`src/rtl/ask_pkg.sv`:
```
// Shared constants and types for the ASK modem. The modulator bench uses the
// same symbol length, widths and decision threshold.
package ask_pkg;

    localparam int SAMPLE_W   = 16;
    localparam int SYMBOL_LEN = 64;
    localparam int CNT_W      = $clog2(SYMBOL_LEN);
    localparam int ACC_W      = SAMPLE_W + CNT_W;

    // A symbol decodes as 1 when its summed magnitude is strictly above this.
    localparam logic [ACC_W-1:0] THRESHOLD = ACC_W'(100000);

    typedef enum logic {
        IDLE,
        ACCUM
    } demod_state_t;

endpackage

```
`src/rtl/sample_abs.sv`:
```
// Combinational magnitude of a signed sample. The result is unsigned and the
// same width as the input, so the most negative value maps to 2^(W-1).
module sample_abs
    import ask_pkg::*;
(
    input  logic signed [SAMPLE_W-1:0] sample,
    output logic        [SAMPLE_W-1:0] magnitude
);

    // Two's-complement negation wraps -2^(W-1) onto itself, and that bit
    // pattern read as unsigned is exactly the wanted magnitude.
    assign magnitude = sample[SAMPLE_W-1] ? SAMPLE_W'(-sample) : SAMPLE_W'(sample);

endmodule

```
`src/rtl/ask_demodulator.sv`:
```
// Non-coherent ASK demodulator: integrates |sample| over each symbol and
// thresholds the sum to recover one data bit per symbol.
module ask_demodulator
    import ask_pkg::*;
(
    input  logic                       clk,
    input  logic                       rst,
    input  logic signed [SAMPLE_W-1:0] sample_in,
    input  logic                       sample_valid,
    input  logic                       sym_sync,
    output logic                       bit_out,
    output logic                       bit_valid,
    output logic        [ACC_W-1:0]    energy,
    output logic                       busy
);

    demod_state_t         state;
    logic [ACC_W-1:0]     acc;
    logic [CNT_W-1:0]     cnt;
    logic [SAMPLE_W-1:0]  mag;
    logic [ACC_W-1:0]     total;

    sample_abs u_sample_abs (
        .sample    (sample_in),
        .magnitude (mag)
    );

    // ACC_W covers SYMBOL_LEN * 2^(SAMPLE_W-1), so this sum never wraps.
    assign total = acc + ACC_W'(mag);

    // The counter is only non-zero while accumulating.
    assign busy = (state == ACCUM) && (cnt != '0);

    always_ff @(posedge clk or posedge rst) begin
        if (rst) begin
            state     <= IDLE;
            acc       <= '0;
            cnt       <= '0;
            bit_out   <= 1'b0;
            bit_valid <= 1'b0;
            energy    <= '0;
        end else begin
            bit_valid <= 1'b0;
            if (sym_sync) begin
                // Resync wins over completion; a coincident sample opens the new symbol.
                if (sample_valid) begin
                    state <= ACCUM;
                    acc   <= ACC_W'(mag);
                    cnt   <= CNT_W'(1);
                end else begin
                    state <= IDLE;
                    acc   <= '0;
                    cnt   <= '0;
                end
            end else if (sample_valid) begin
                state <= ACCUM;
                if (cnt == CNT_W'(SYMBOL_LEN - 1)) begin
                    energy    <= total;
                    bit_out   <= (total > THRESHOLD);
                    bit_valid <= 1'b1;
                    acc       <= '0;
                    cnt       <= '0;
                end else begin
                    acc <= total;
                    cnt <= cnt + CNT_W'(1);
                end
            end
        end
    end

endmodule

```
`config.mk`:
```
export PLATFORM = sky130hd
export DESIGN_NAME = ask_demodulator
export DESIGN_NICKNAME = d
export VERILOG_FILES = /design/src/rtl/ask_pkg.sv /design/src/rtl/sample_abs.sv /design/src/rtl/ask_demodulator.sv
export SDC_FILE = /design/constraint.sdc
export NUM_CORES = 1
export LEC_CHECK = 0
export CORE_MARGIN = 2
export CORE_UTILIZATION = 30
export CTS_CLUSTER_DIAMETER = 200
export CTS_CLUSTER_SIZE = 30
export DETAILED_ROUTE_END_ITERATION = 16
export SLEW_MARGIN = 20
export SYNTH_ARGS = -nofsm -noshare
export SYNTH_HDL_FRONTEND = slang
export SYNTH_HIERARCHICAL = 1
export SYNTH_SLANG_ARGS = --single-unit
```
`constraint.sdc`:
```
create_clock -name clk -period 3.7 [get_ports clk]
set_clock_uncertainty 0.05 [all_clocks]
set_input_delay 0.37 -clock clk [delete_from_list [all_inputs] [get_ports clk]]
set_output_delay 0.37 -clock clk [all_outputs]
set_load 0.005 [all_outputs]
```
==> summary.md <==
| Metric | Value |
|---|---|
| Final min period | `approximately 3.6 ns` |
| Highest clock rate | `around 280 MHz` |
| Initial Util | `0.311` |
| R2r endpoint | `bit_out$_DFFE_PP0P_` |
| Antenna viol nets, final | `0` |
| Syn_area_per_cell | `around 8.4 sq um` |
| Crit start category | `input port` |
| Commonest non-fill, non-tap cell in the layout | `buf_4` |
| Pwr per Cell Area | `~450 mW/mm^2` |
| Die W | `about 120 um` |
| Routed vias | `3674` |
| Worst Slack Setup Final | `about 0.08 ns` |
| Die area | `roughly 0.013 sq mm` |
| Diodes inserted | `0` |
| RSZ-0062 raised after global routing | `true` |
| Mapped Cells | `about 450` |
| Worst-Skew Late Latency | `about 0.30 ns` |
| Synth unique cells | `65` |
| Final setup vio count | `0` |
| CP endpoint | `bit_out$_DFFE_PP0P_` |
| WL final | `roughly 11 mm` |
| Layout cells sized above 1 | `0.230` |
| Synth Flop Type | `dfrtp_1` |
| Switching pwr | `0.842 mW` |
| Port bufs | `44` |
| Post-synthesis sequential area ratio | `0.352` |
| Yosys top cell area share | `0.352` |
| Largest net degree at the start of global routing | `29` |
| Critical Path Start | `sample_in[1]` |
| Worst setup EP type | `flop` |
| Max Cap Viol | `0` |
| Vias per cell | `a little over 5` |
| Gate power share | `0.513` |
| Worst-path clk slew | `approximately 0.070 ns` |
| Global Route Usage Sum | `0.165` |
| Status | `finished, final reports clean` |
| R2r setup slk | `between 0.7 and 0.8 ns` |
| Ranking of synthesized cells by area | `dfrtp_1, nand2_1, ha_1` |
| Final Wtd Congestion | `roughly 0.9` |
| Iteration count of the initial detailed-routing pass | `4` |
| EDFF count, synth | `0` |
| Peak VDD IR | `199 uV` |
| CTS tree | `built` |
| Deepest clock path buffer count | `2` |
| Crit Path Class | `input port to flop` |
| Synthesized net count | `486` |
| Vias in the first global route | `between 3k and 4k` |
| Top Ports | `45` |
| Mapped cell area | `approximately 0.0038 sq mm` |
| FP Rows | `40` |
| Final worst path period share | `0.979` |
| Final Hold Fails | `0` |
| Tightest Pin Transition | `about 0.86 ns` |
| Leak | `roughly 2.4 nW` |
| Slew Limit Fails | `0` |
| Commonest cells after routing, fill and taps aside | `buf_4, nand2_1, dfrtp_1, clkdlybuf4s50_1, o21ai_0` |
| Grt ovf | `0` |
| Synthesis Warnings | `6` |
| Placed cell count | `roughly 720` |
| Clk pwr share | `0.206` |
| HPWL Detailed | `8.20 mm` |
| WP data required | `about 3.9 ns` |
| Max incr delay on CP | `0.52 ns` |
| Clock sinks | `53` |
| Crit-path cells | `clkdlybuf4s50_1 -> or4_4 -> o21ai_1 -> xnor2_1 -> ha_1 -> a211o_1 -> a221oi_4 -> o21ai_1 -> buf_4 -> a31o_2 -> a21oi_2 -> xnor2_1 -> o311ai_1 -> a32oi_1` |
| Initial antenna violation count | `0` |
| Htree depth | `2` |
| Fin cells | `roughly 730` |
| Sw frac | `0.360` |
| FF+latch count, synth | `53` |
| Post-synth ARST share | `1.00` |
| Smallest hold slack | `around 0.4 ns` |
| Slew margin rel. | `0.427` |
| Synth-to-Final Area Change | `38.8%` |
| Dpl ws | `-0.373 ns` |
| Worst-path fanout max | `4` |
| Largest area contributor in the netlist | `dfrtp_1` |
| CTS root buf | `clkbuf_16` |
| Worst min-delay path class | `input port to async pin` |
| DRC | `0` |
| DIE HEIGHT | `roughly 120 um` |
| CTS Hold Buffers Added | `0` |
| Global-route wire length before repair | `17.7 mm` |
| Nets | `600` |
| FF-to-FF Start | `acc[0]$_DFFE_PP0P_` |
| CTS buffer count | `5` |
| Reg2Reg Depth | `11` |
| Core Box Area | `approximately 0.012 sq mm` |
| Power share of the sequential group | `0.281` |
| DRT iter0 DRCs | `~220` |
| Worst path slowest cell | `or4_4` |
| Routed WL per cell | `14.6 um` |
| Internal power | `around 1.5 mW` |
| CP Data Arrival Time | `about 3.8 ns` |
-- repair_timing --
action | in CTS | in global routing
setup buffers | 0 | 2
pin swaps | 0 | 7
setup endpoints to repair | 1 | 14
resized for setup | 1 | 23
-- cell usage after synthesis, drive strengths merged (8+ instances only) --
library cell / n
a21oi: 27
a22oi: 11
and3: 9
clkbuf: 17
dfrtp: 53
ha: 19
inv: 16
nand2: 79
nand3: 8
nor2: 26
nor3: 8
o21ai: 41
xnor2: 20
xor2: 13
-- registers in the layout (all words and copies together), names as in the netlist --
register   count
bit_valid      1
state          1
cnt            6
energy        22
acc           22
bit_out        1
-- power by group through the flow --
stage               logic (mW)  clock network, mW  registers (mW)
floorplan                0.591                  0           0.661
global placement          1.11                  0           0.665
detailed placement        1.11                  0           0.667
CTS                       1.12              0.497           0.657
global route              1.30              0.518           0.663
finish                    1.20              0.482           0.657
-- how the worst min path moves through the flow --
stage,to,slack [ns],cells past startpoint
final,energy[2]$_DFFE_PP0P_,0.40,2
after global routing,energy[9]$_DFFE_PP0P_,0.46,2
after CTS,energy[2]$_DFFE_PP0P_,0.42,2
after detailed placement,energy[6]$_DFFE_PP0P_,0.42,2
after global placement,energy[1]$_DFFE_PP0P_,0.41,2
after floorplan,energy[9]$_DFFE_PP0P_,0.42,2
-- worst max-delay path: cells and delay by family --
family	cells	cell delay (ns)
buf+inv	2	0.64
xor+xnor	2	0.36
simple gates	1	0.52
compound gates	8	1.60
fa+ha+maj	1	0.29
-- metrics by stage --
step           power, mW  setup TNS, ns  cell area [sq um]   util
4_1_cts             2.27              0               5110  0.422
2_1_floorplan       1.25              0               3760      -
3_5_place_dp        1.78          -2.27               4950  0.409
6_report            2.34              0               5230  0.431
5_1_grt             2.48         -0.340               5230  0.431
3_3_place_gp        1.77          -1.54               4950  0.409
-- metal layers --
layer / GRT usage / vias up / share of wire
met3: 0.0157 / 8 / 0.043
met4: 0.0571 / 0 / 0.012
met1: 0.232 / 1760 / 0.49
met2: 0.266 / 72 / 0.46
li1: - / 1834 / -
met5: 0 / - / 0
-- kinds of logic (layout without fill, tap and decap cells) --
group,Yosys count,count (layout),share of synthesized area
compound gates,131,131,0.238
buf+inv,40,155,0.0425
simple gates,164,164,0.207
mux,5,5,0.0143
xor+xnor,33,33,0.0768
fa+ha+maj,20,20,0.0685
flops,53,53,0.352
-- final cells by class --
type	count	area (sq um)
multi-input combinational	353	2380
timing repair buffer	130	1090
clock inverter	2	13.8
sequential	53	1330
fill	1235	6890
clock buffer	6	139
tap	168	210
inverter	17	63.8
No activity file was read; power rests on OpenSTA's default activity.
